`src/rtl/canny_window_driver.sv`:
```
// canny_window_driver
//   Host-side sequencer for the CannyEdge register-window core. Sweeps an
//   image held in external memory. For each 5x5 window it loads planes
//   X/Y/Z into the core over its bCE/bWE load port. It then pulses the
//   selected op via bOPEnable, reads OutData back, and writes one result
//   per window to a result memory.
//
//   Optional feature: define CANNY_DRV_PAD_EN to sweep every pixel as a
//   window centre. Out-of-image coordinates are then clamped to the image
//   border (replicate). When the macro is undefined, only fully-inside
//   windows are swept.
module canny_window_driver #(
  parameter int IMG_W     = 200,
  parameter int IMG_H     = 200,
  parameter int ADDR_W    = 16,
  parameter int OP_CYCLES = 4
) (
  input  logic              tclk,
  input  logic              rst_b,
  input  logic              start,
  input  logic              abort,
  input  logic [2:0]        mode,
  input  logic [3:0]        read_sel,
  output logic              busy,
  output logic              done,
  output logic              img_rd,
  output logic [1:0]        img_plane,
  output logic [ADDR_W-1:0] img_addr,
  input  logic [7:0]        img_rdata,
  output logic              res_we,
  output logic [ADDR_W-1:0] res_addr,
  output logic [7:0]        res_wdata,
  output logic [2:0]        dAddrRegRow,
  output logic [2:0]        dAddrRegCol,
  output logic [7:0]        InData,
  output logic [3:0]        dWriteReg,
  output logic              bCE,
  output logic              bWE,
  output logic [2:0]        OPMode,
  output logic              bOPEnable,
  output logic [3:0]        dReadReg,
  input  logic [7:0]        OutData
);

  typedef enum logic [2:0] {
    S_IDLE, S_LOAD, S_PRE, S_OP, S_RD, S_CAP, S_WR
  } state_t;

`ifdef CANNY_DRV_PAD_EN
  localparam int R_LAST = IMG_H - 1;
  localparam int C_LAST = IMG_W - 1;
`else
  localparam int R_LAST = IMG_H - 5;
  localparam int C_LAST = IMG_W - 5;
`endif

  localparam logic [ADDR_W-1:0] R_LAST_A = ADDR_W'(R_LAST);
  localparam logic [ADDR_W-1:0] C_LAST_A = ADDR_W'(C_LAST);
  localparam logic [ADDR_W-1:0] IMG_W_A  = ADDR_W'(IMG_W);
  localparam int                OPC_W    = (OP_CYCLES > 1) ? $clog2(OP_CYCLES) : 1;
  localparam logic [OPC_W-1:0]  OP_LAST  = OPC_W'(OP_CYCLES - 1);

  state_t            state_q, state_d;
  logic [2:0]        mode_q;
  logic [3:0]        sel_q;
  logic [ADDR_W-1:0] win_r, win_c;
  logic [2:0]        ld_row, ld_col;
  logic [1:0]        ld_plane;
  logic              ld_drain;
  logic [OPC_W-1:0]  op_cnt;
  logic              wr_valid;
  logic [2:0]        wr_row, wr_col;
  logic [1:0]        wr_plane;
  logic [7:0]        res_data_q;
  logic              done_q;

  logic              accept;
  logic              issue;
  logic              last_win;
  logic [1:0]        planes_last;
  logic [ADDR_W-1:0] px, py;
  logic [ADDR_W-1:0] pix_addr;
  logic [ADDR_W-1:0] res_addr_calc;

  assign accept   = (state_q == S_IDLE) && start && !mode[2];
  assign issue    = (state_q == S_LOAD) && !ld_drain;
  assign last_win = (win_r == R_LAST_A) && (win_c == C_LAST_A);

  // Index of the last plane loaded per window for the latched op mode.
  always_comb begin
    // NOTE: every combinational output gets a default first so no path can leave it unassigned and infer a latch.
    planes_last = 2'd0;
    case (mode_q[1:0])
      2'd2:    planes_last = 2'd1;
      2'd3:    planes_last = 2'd2;
      default: planes_last = 2'd0;
    endcase
  end

`ifdef CANNY_DRV_PAD_EN
  localparam logic signed [ADDR_W+1:0] X_MAX = (ADDR_W+2)'(IMG_W - 1);
  localparam logic signed [ADDR_W+1:0] Y_MAX = (ADDR_W+2)'(IMG_H - 1);
  logic signed [ADDR_W+1:0] sx, sy;

  // Window centred on (r,c); each coordinate is clamped into the image.
  always_comb begin
    sx = $signed({2'b00, win_c}) + $signed({{(ADDR_W-1){1'b0}}, ld_col}) - (ADDR_W+2)'(2);
    sy = $signed({2'b00, win_r}) + $signed({{(ADDR_W-1){1'b0}}, ld_row}) - (ADDR_W+2)'(2);
    if (sx < 0)          px = '0;
    else if (sx > X_MAX) px = ADDR_W'(IMG_W - 1);
    else                 px = sx[ADDR_W-1:0];
    if (sy < 0)          py = '0;
    else if (sy > Y_MAX) py = ADDR_W'(IMG_H - 1);
    else                 py = sy[ADDR_W-1:0];
  end
`else
  // Window top-left at (r,c); every tap lies inside the image.
  always_comb begin
    px = win_c + ADDR_W'(ld_col);
    py = win_r + ADDR_W'(ld_row);
  end
`endif

  assign pix_addr      = py * IMG_W_A + px;
  assign res_addr_calc = win_r * IMG_W_A + win_c;

  // State register.
  always_ff @(posedge tclk or negedge rst_b) begin
    // NOTE: sequential state uses non-blocking assignments so all registers update together at the edge.
    if (!rst_b) state_q <= S_IDLE;
    else        state_q <= state_d;
  end

  // Next-state logic; abort overrides everything, including a same-cycle start.
  always_comb begin
    state_d = state_q;
    if (abort) begin
      state_d = S_IDLE;
    end else begin
      case (state_q)
        S_IDLE:  if (accept) state_d = S_LOAD;
        S_LOAD:  if (ld_drain) state_d = S_PRE;
        S_PRE:   state_d = S_OP;
        S_OP:    if (op_cnt == OP_LAST) state_d = S_RD;
        S_RD:    state_d = S_CAP;
        S_CAP:   state_d = S_WR;
        S_WR:    state_d = last_win ? S_IDLE : S_LOAD;
        default: state_d = S_IDLE;
      endcase
    end
  end

  // Sweep/load/op counters, load write pipeline, captured result and done pulse.
  always_ff @(posedge tclk or negedge rst_b) begin
    if (!rst_b) begin
      mode_q     <= '0;
      sel_q      <= '0;
      win_r      <= '0;
      win_c      <= '0;
      ld_row     <= '0;
      ld_col     <= '0;
      ld_plane   <= '0;
      ld_drain   <= 1'b0;
      op_cnt     <= '0;
      wr_valid   <= 1'b0;
      wr_row     <= '0;
      wr_col     <= '0;
      wr_plane   <= '0;
      res_data_q <= '0;
      done_q     <= 1'b0;
    end else if (abort) begin
      ld_row   <= '0;
      ld_col   <= '0;
      ld_plane <= '0;
      ld_drain <= 1'b0;
      op_cnt   <= '0;
      wr_valid <= 1'b0;
      done_q   <= 1'b0;
    end else begin
      done_q   <= 1'b0;
      // Pixel read issued this cycle returns next cycle and is written into the core then.
      wr_valid <= issue;
      if (issue) begin
        wr_row   <= ld_row;
        wr_col   <= ld_col;
        wr_plane <= ld_plane;
      end
      case (state_q)
        S_IDLE: begin
          if (accept) begin
            mode_q <= mode;
            sel_q  <= read_sel;
            win_r  <= '0;
            win_c  <= '0;
          end
        end
        S_LOAD: begin
          if (issue) begin
            if (ld_col == 3'd4) begin
              ld_col <= '0;
              if (ld_row == 3'd4) begin
                ld_row <= '0;
                if (ld_plane == planes_last) begin
                  ld_plane <= '0;
                  ld_drain <= 1'b1;
                end else begin
                  ld_plane <= ld_plane + 2'd1;
                end
              end else begin
                ld_row <= ld_row + 3'd1;
              end
            end else begin
              ld_col <= ld_col + 3'd1;
            end
          end else begin
            ld_drain <= 1'b0;
          end
        end
        S_OP:  op_cnt <= (op_cnt == OP_LAST) ? '0 : op_cnt + OPC_W'(1);
        S_CAP: res_data_q <= OutData;
        S_WR: begin
          if (last_win) begin
            done_q <= 1'b1;
          end else if (win_c == C_LAST_A) begin
            win_c <= '0;
            win_r <= win_r + ADDR_W'(1);
          end else begin
            win_c <= win_c + ADDR_W'(1);
          end
        end
        default: ;
      endcase
    end
  end

  // Output decode: memory strobes and core port driven from state and load pipeline.
  always_comb begin
    busy        = 1'b0;
    done        = done_q;
    img_rd      = 1'b0;
    img_plane   = '0;
    img_addr    = '0;
    res_we      = 1'b0;
    res_addr    = '0;
    res_wdata   = '0;
    dAddrRegRow = '0;
    dAddrRegCol = '0;
    InData      = '0;
    dWriteReg   = '0;
    bCE         = 1'b1;
    bWE         = 1'b1;
    OPMode      = '0;
    bOPEnable   = 1'b1;
    dReadReg    = '0;
    if (state_q != S_IDLE) begin
      busy   = 1'b1;
      OPMode = mode_q;
    end
    if (issue) begin
      img_rd    = 1'b1;
      img_plane = ld_plane;
      img_addr  = pix_addr;
    end
    if (wr_valid) begin
      bCE         = 1'b0;
      bWE         = 1'b0;
      dAddrRegRow = wr_row;
      dAddrRegCol = wr_col;
      InData      = img_rdata;
      dWriteReg   = {2'b00, wr_plane};
    end
    case (state_q)
      S_OP:  bOPEnable = 1'b0;
      S_RD: begin
        bCE      = 1'b0;
        dReadReg = sel_q;
      end
      S_WR: begin
        res_we    = 1'b1;
        res_addr  = res_addr_calc;
        res_wdata = res_data_q;
      end
      default: ;
    endcase
  end

endmodule
```
`config.mk`:
```
export PLATFORM = sky130hd
export DESIGN_NAME = canny_window_driver
export DESIGN_NICKNAME = d
export VERILOG_FILES = /design/src/rtl/canny_window_driver.sv
export SDC_FILE = /design/constraint.sdc
export NUM_CORES = 1
export LEC_CHECK = 0
export CELL_PAD_IN_SITES_DETAIL_PLACEMENT = 0
export CELL_PAD_IN_SITES_GLOBAL_PLACEMENT = 1
export CORE_MARGIN = 4
export CORE_UTILIZATION = 40
export DETAILED_ROUTE_END_ITERATION = 10
export MAX_ROUTING_LAYER = met4
export PLACE_DENSITY_LB_ADDON = 0.1
export SLEW_MARGIN = 20
export SYNTH_ARGS = -nofsm -noshare
export SYNTH_HDL_FRONTEND = slang
export SYNTH_SLANG_ARGS = --single-unit
```
`constraint.sdc`:
```
create_clock -name tclk -period 15.33 [get_ports tclk]
set_input_delay 3.066 -clock tclk [delete_from_list [all_inputs] [get_ports tclk]]
set_output_delay 3.066 -clock tclk [all_outputs]
set_load 0.02 [all_outputs]
```
Yosys cells after proc, flatten, opt, wreduce, memory -nomap -nowiden
Cells that the tools add are included.
{ "totals": {"register_bits": 71, "output_inout_bits": 74, "wordCells": 134} }
{ "classes": {"n_addsub": 10, "n_mul": 2, "n_eq_ne": 23, "mux": 58, "n_bitwise": 1, "reduce_logical": 24} }
{ "ops": {"columns": ["cell", "count"], "rows": [
  ["$mux 16", 7],
  ["$pmux 16 s2", 2],
  ["$mux 3", 16],
  ["$add 16x1->16 const B", 2],
  ["$add 16x16->16", 2],
  ["$add 16x3->16", 2],
  ["$eq 16x8->1 const B", 2],
  ["$mul 16x5->13 const B", 2],
  ["$mux 2", 11],
  ["$pmux 3 s7", 1],
  ["$mux 1", 17],
  ["$mux 8", 2],
  ["$eq 3x3->1 const B", 5],
  ["$reduce_and 4->1", 3],
  ["$reduce_bool 2->1", 6],
  ["$ne 3x2->1 const B", 3],
  ["$ne 3x3->1 const B", 3],
  ["$reduce_and 3->1", 3],
  ["$add 3x1->3 const B", 2],
  ["$eq 2x2->1 const B", 3],
  ["$eq 3x2->1 const B", 2],
  ["$ne 2x2->1 const B", 3],
  ["$reduce_and 2->1", 3],
  ["$reduce_and 5->1", 1],
  ["other kinds (10)", 15]
]} }

Depth between registers and ports, before layout
{ "depth": {"depth_word": 9, "depth_mapped": 23, "ltp_nobuf": 23} }

Worst setup path before layout
No wires, ideal clock.
{ "synth_timing": {"kind": "flip-flop to output port", "from": "register win_r[0]", "to": "output img_addr[15]", "arrival_ps": 4818, "required_ps": 12264, "slack_ps": 7446, "stages_incl_launch_ff": 23, "path_buffers": 0, "cell_sequence": "dfrtp_1 -> ha_1 -> inv_1 -> fa_1 -> nor2b_1 -> o21ai_2 -> xnor2_1 -> ha_1 -> ha_1 -> inv_1 -> fa_1 -> inv_1 -> ha_1 -> o21ai_0 -> a21boi_0 -> o21ai_0 -> nor2b_1 -> xnor2_1 -> ha_1 -> a21o_1 -> a21oi_1 -> a21oi_1 -> nor3_1"} }
{ "synth_between": {"elab_chain_len": 4} }
{ "synth_rtl": {"columns": ["item", "line", "rtl"], "rows": [
  ["start, declared", "66", "logic [ADDR_W-1:0] win_r, win_c;"],
  ["start signal, assigned", "226", "win_r <= win_r + ADDR_W'(1);"],
  ["$add 16x3->16", "120", "py = win_r + ADDR_W'(ld_row);"],
  ["$mul 16x5->13", "124", "assign pix_addr = py * IMG_W_A + px;"],
  ["$add 16x16->16", "124", null],
  ["$mux 16", "259", "if (issue) begin"],
  ["end, declared", "28", "output logic [ADDR_W-1:0] img_addr,"]
]} }
No other way between the ends.

Worst setup path in the final report
Same ends and word-level chain as after synthesis.

==> results.txt <==
The number of buffers added on ports came out at 98. In this run the worst hold path is classified as reg -> reg. The clock edge transition at the registers on the reported setup and hold paths is 60 ps.

The overall die height came out at 139 um. Summing the areas of all and, or, nand and nor instances in the mapped netlist gives 20.6% of the synthesized area. The synthesized area divided by synthesized cell count came out at 8.91 um2. The number of pins with negative max-slew slack in the final report came out at 0.

The final worst-path setup slack is 6370 ps. The signed area change from the synthesized netlist to the final layout is 21.8%. The routability congestion estimate is 0.878. Global routing used 17.9% of the available tracks. The max-capacitance violation count is 0.

Leaving out fill and tap cells, the most frequent cell in the layout is sky130_fd_sc_hd__clkdlybuf4s50_1. The number of sinks driven by the clock tree is 71. The number of antenna violations at the first check in global routing is 0. After Yosys synthesis, full adders, half adders and majority gates account for 21.8% of the synthesized area. The final setup violation count is 0. The largest fanout on the critical path came out at 9.

In the synthesized netlist, mux cells make up 3.63% of the area. The slew at the pin with the worst max-slew slack is 964 ps. The routed wire length came out at 16800 um. Yosys printed 0 warnings. The via-per-instance ratio is 5.13.

The synthesized netlist occupies a cell area of 6830 um2. The number of buffers created by CTS came out at 9. The clock arrives with 4.59 ps of skew. The insertion delay to the later sink of the worst-skew pair came out at 330 ps. Setup repair after global routing left no endpoint under its margin. The number of placement rows came out at 47. In this run the horizontal extent of the chip is 139 um. The cell taking the most area after synthesis is sky130_fd_sc_hd__dfrtp_1.

The number of hold violations in the final report came out at 0. The violation count after the first detailed-route iteration came out at 227. The total of fill cells in the finished design is 1587.

The clock period minus final worst setup slack came out at 8960 ps. The combinational family with the most area after synthesis is adder cells. The number of nets still failing antenna checks after routing is 0. The number of hold buffers added after cts is 0. Post-CTS repair changed the size of 0 cells. STA classifies the critical path startpoint as a flip-flop.

Detailed routing inserted a total of 5581 vias. The distinct cell type count of the synthesized netlist came out at 69. The share of synthesized flip-flops with an asynchronous set or reset came out at 100%. The post-synthesis instance total is 766. The highest ir drop seen on vdd came out at 0.0610 mV. The fraction of final layout cells with drive strength greater than 1 came out at 8.54%.

The final standard cell utilization of the core came out at 50.0%. Summing the areas of all compound-gate instances in the mapped netlist gives 12.1% of the synthesized area. The flow ran to the end, and the final reports show no timing, DRC or antenna violations. The post-place setup slack came out at 6720 ps. The worst setup path is captured at a primary output.

The count of antenna diodes in the layout is 0. The worst endpoint required time came out at 12260 ps. The routed length per placed instance is 15.4 um. The post-route fraction of the period consumed by the critical path is 58.5%. The register bit total from synthesis came out at 71. The maximum count of clock buffers along a single path came out at 2. The fraction of post-synthesis cell area in the top cell type by area came out at 26.0%. In the routed design, unresolved DRC markers number 0. For the final routed database, the setup TNS stands at 0 ps. The number of synthesized flops with an enable pin came out at 0. The wire length of the first global-routing pass came out at 27700 um. For this configuration, the core starts out at a cell density of 41.0%. The dominant synthesized flop cell is sky130_fd_sc_hd__dfrtp_1.

The HPWL after detailed placement came out at 13400 um. The tightest hold path in the finished design has a slack of 495 ps. After clock tree synthesis, the setup repair step added 0 buffers. Pin placement for this block handled 101 I/O pins. The library cells used most frequently in the layout, excluding fill and tap cells, are sky130_fd_sc_hd__clkdlybuf4s50_1, sky130_fd_sc_hd__ha_1, sky130_fd_sc_hd__inv_1. The total power density per cell area is 58.6 nW/um2.

The net count of the finished layout is 998. The arrival time at the worst endpoint came out at 5900 ps. The pin count of the biggest net entering global routing is 72. The leakage power total is 3.92 nW.

Sorting the synthesized cells by area gives the leading types as sky130_fd_sc_hd__dfrtp_1, sky130_fd_sc_hd__ha_1, sky130_fd_sc_hd__xnor2_1, sky130_fd_sc_hd__fa_1, sky130_fd_sc_hd__inv_1. TritonCTS built the clock tree. The floorplan step defined a die boundary enclosing 19200 um2. The relative slew slack came out at 35.6%. The floorplan step defined a core boundary enclosing 16600 um2. Of the total synthesized cell area, the portion taken by XOR and XNOR cells is 9.75%. Summing the sequential cell areas from Yosys gives 26.0% of the chip area. The kind of critical path is reg -> out. The number of global-route vias before repair came to 5445. The overflow left after global routing is 0. The root buffer cell is sky130_fd_sc_hd__clkbuf_16.

For this run, the top clock speed supported by timing is 0.112 GHz. Before antenna repair, the detailed router went through 4 iterations. The H-tree was split into 3 levels.
==> power by group <==
part | leakage (nW) | total, mW | switching (mW) | internal (mW)
logic | 2.80 | 0.0587 | 0.0305 | 0.0283
registers | 0.965 | 0.208 | 0.00966 | 0.199
clock network | 0.148 | 0.220 | 0.0784 | 0.142
total | 3.92 | 0.487 | 0.118 | 0.369
==> Yosys cell counts (all sizes together) (5+ instances only) <==
cell	instances
or3	5
inv	81
a21o	12
nand3	23
fa	17
buf	10
nor2b	12
a21oi	39
a211oi	5
o21ai	38
nor4	6
o31ai	8
ha	92
nand4	6
or2	5
nand2	38
and2	43
o21a	5
xnor2	56
and3	10
dfrtp	71
nand2b	7
clkbuf	6
mux2	22
nor3	18
xor2	20
nor2	77
==> through the flow <==
step | std cells | power, mW | area [um2]
3_3_place_gp | 1071 | 0.269 | 8000
6_report | 1087 | 0.487 | 8310
5_1_grt | 1087 | 0.509 | 8310
2_1_floorplan | 767 | 0.247 | 6830
3_5_place_dp | 1071 | 0.271 | 8000
4_1_cts | 1087 | 0.494 | 8310
==> per-layer routing <==
metal	vias up	track usage [%]	wire length (um)
li1	2796	-	-
met1	2688	25.1	8310
met2	90	28.3	7840
met3	7	2.52	542
met4	0	2.78	91
met5	-	-	0
==> kinds of logic (layout without fill, tap and decap cells) <==
| logic type | count (synthesis) | after routing |
|---|---|---|
| xor+xnor | 76 | 76 |
| fa+ha+maj | 109 | 109 |
| mux | 22 | 22 |
| flops | 71 | 71 |
| compound gates | 129 | 129 |
| simple gates | 259 | 259 |
| buf+inv | 99 | 199 |
| other cells | 1 | 2 |
==> critical path, stage by stage (launching register included) <==
cell	delay (ps)
sky130_fd_sc_hd__dfrtp_1	530
sky130_fd_sc_hd__ha_1	250
sky130_fd_sc_hd__inv_1	60
sky130_fd_sc_hd__fa_1	400
sky130_fd_sc_hd__xnor2_1	300
sky130_fd_sc_hd__ha_1	310
sky130_fd_sc_hd__ha_1	320
sky130_fd_sc_hd__fa_1	460
sky130_fd_sc_hd__ha_1	340
sky130_fd_sc_hd__nor2b_1	140
sky130_fd_sc_hd__o21ai_0	200
sky130_fd_sc_hd__a21boi_0	140
sky130_fd_sc_hd__o21ai_0	230
sky130_fd_sc_hd__nor2b_1	190
sky130_fd_sc_hd__xnor2_1	130
sky130_fd_sc_hd__ha_1	300
sky130_fd_sc_hd__a21o_1	180
sky130_fd_sc_hd__a21oi_1	170
sky130_fd_sc_hd__a21oi_1	90
sky130_fd_sc_hd__nor3_1	190
sky130_fd_sc_hd__clkdlybuf4s50_1	640
==> cell type report <==
type / count / area [um2] / area share (%)
sequential: 71 / 1780 / 21.4
clock buffer: 10 / 229 / 2.75
clock inverter: 6 / 85.1 / 1.02
timing repair buffer: 100 / 991 / 11.9
multi-input combinational: 597 / 4640 / 55.9
inverter: 83 / 312 / 3.75
tap: 220 / 275 / 3.31
==> registers in the layout, indices dropped and copies added (netlist names), 2 cells and up <==
| name | cells |
|---|---|
| ld_plane | 2 |
| ld_row | 3 |
| ld_col | 3 |
| op_cnt | 2 |
| wr_plane | 2 |
| wr_col | 3 |
| res_data_q | 8 |
| wr_row | 3 |
| win_r | 16 |
| win_c | 16 |
| mode_q | 3 |
| sel_q | 4 |
| state_q | 3 |
==> worst paths after layout <==
check	startpoint	to	slack, ps	cells after the start
max	win_r[0]	img_addr[15]	6370	20
min	sel_q[1]	sel_q[1]	490	1
max reg2reg	state_q[0]	win_c[3]	12350	7
min reg2reg	sel_q[1]	sel_q[1]	490	1
max in group asynchronous	rst_b	state_q[0]	11770	2
min in group asynchronous	rst_b	ld_col[0]	2950	2
No activity file was read; power rests on OpenSTA's default activity.
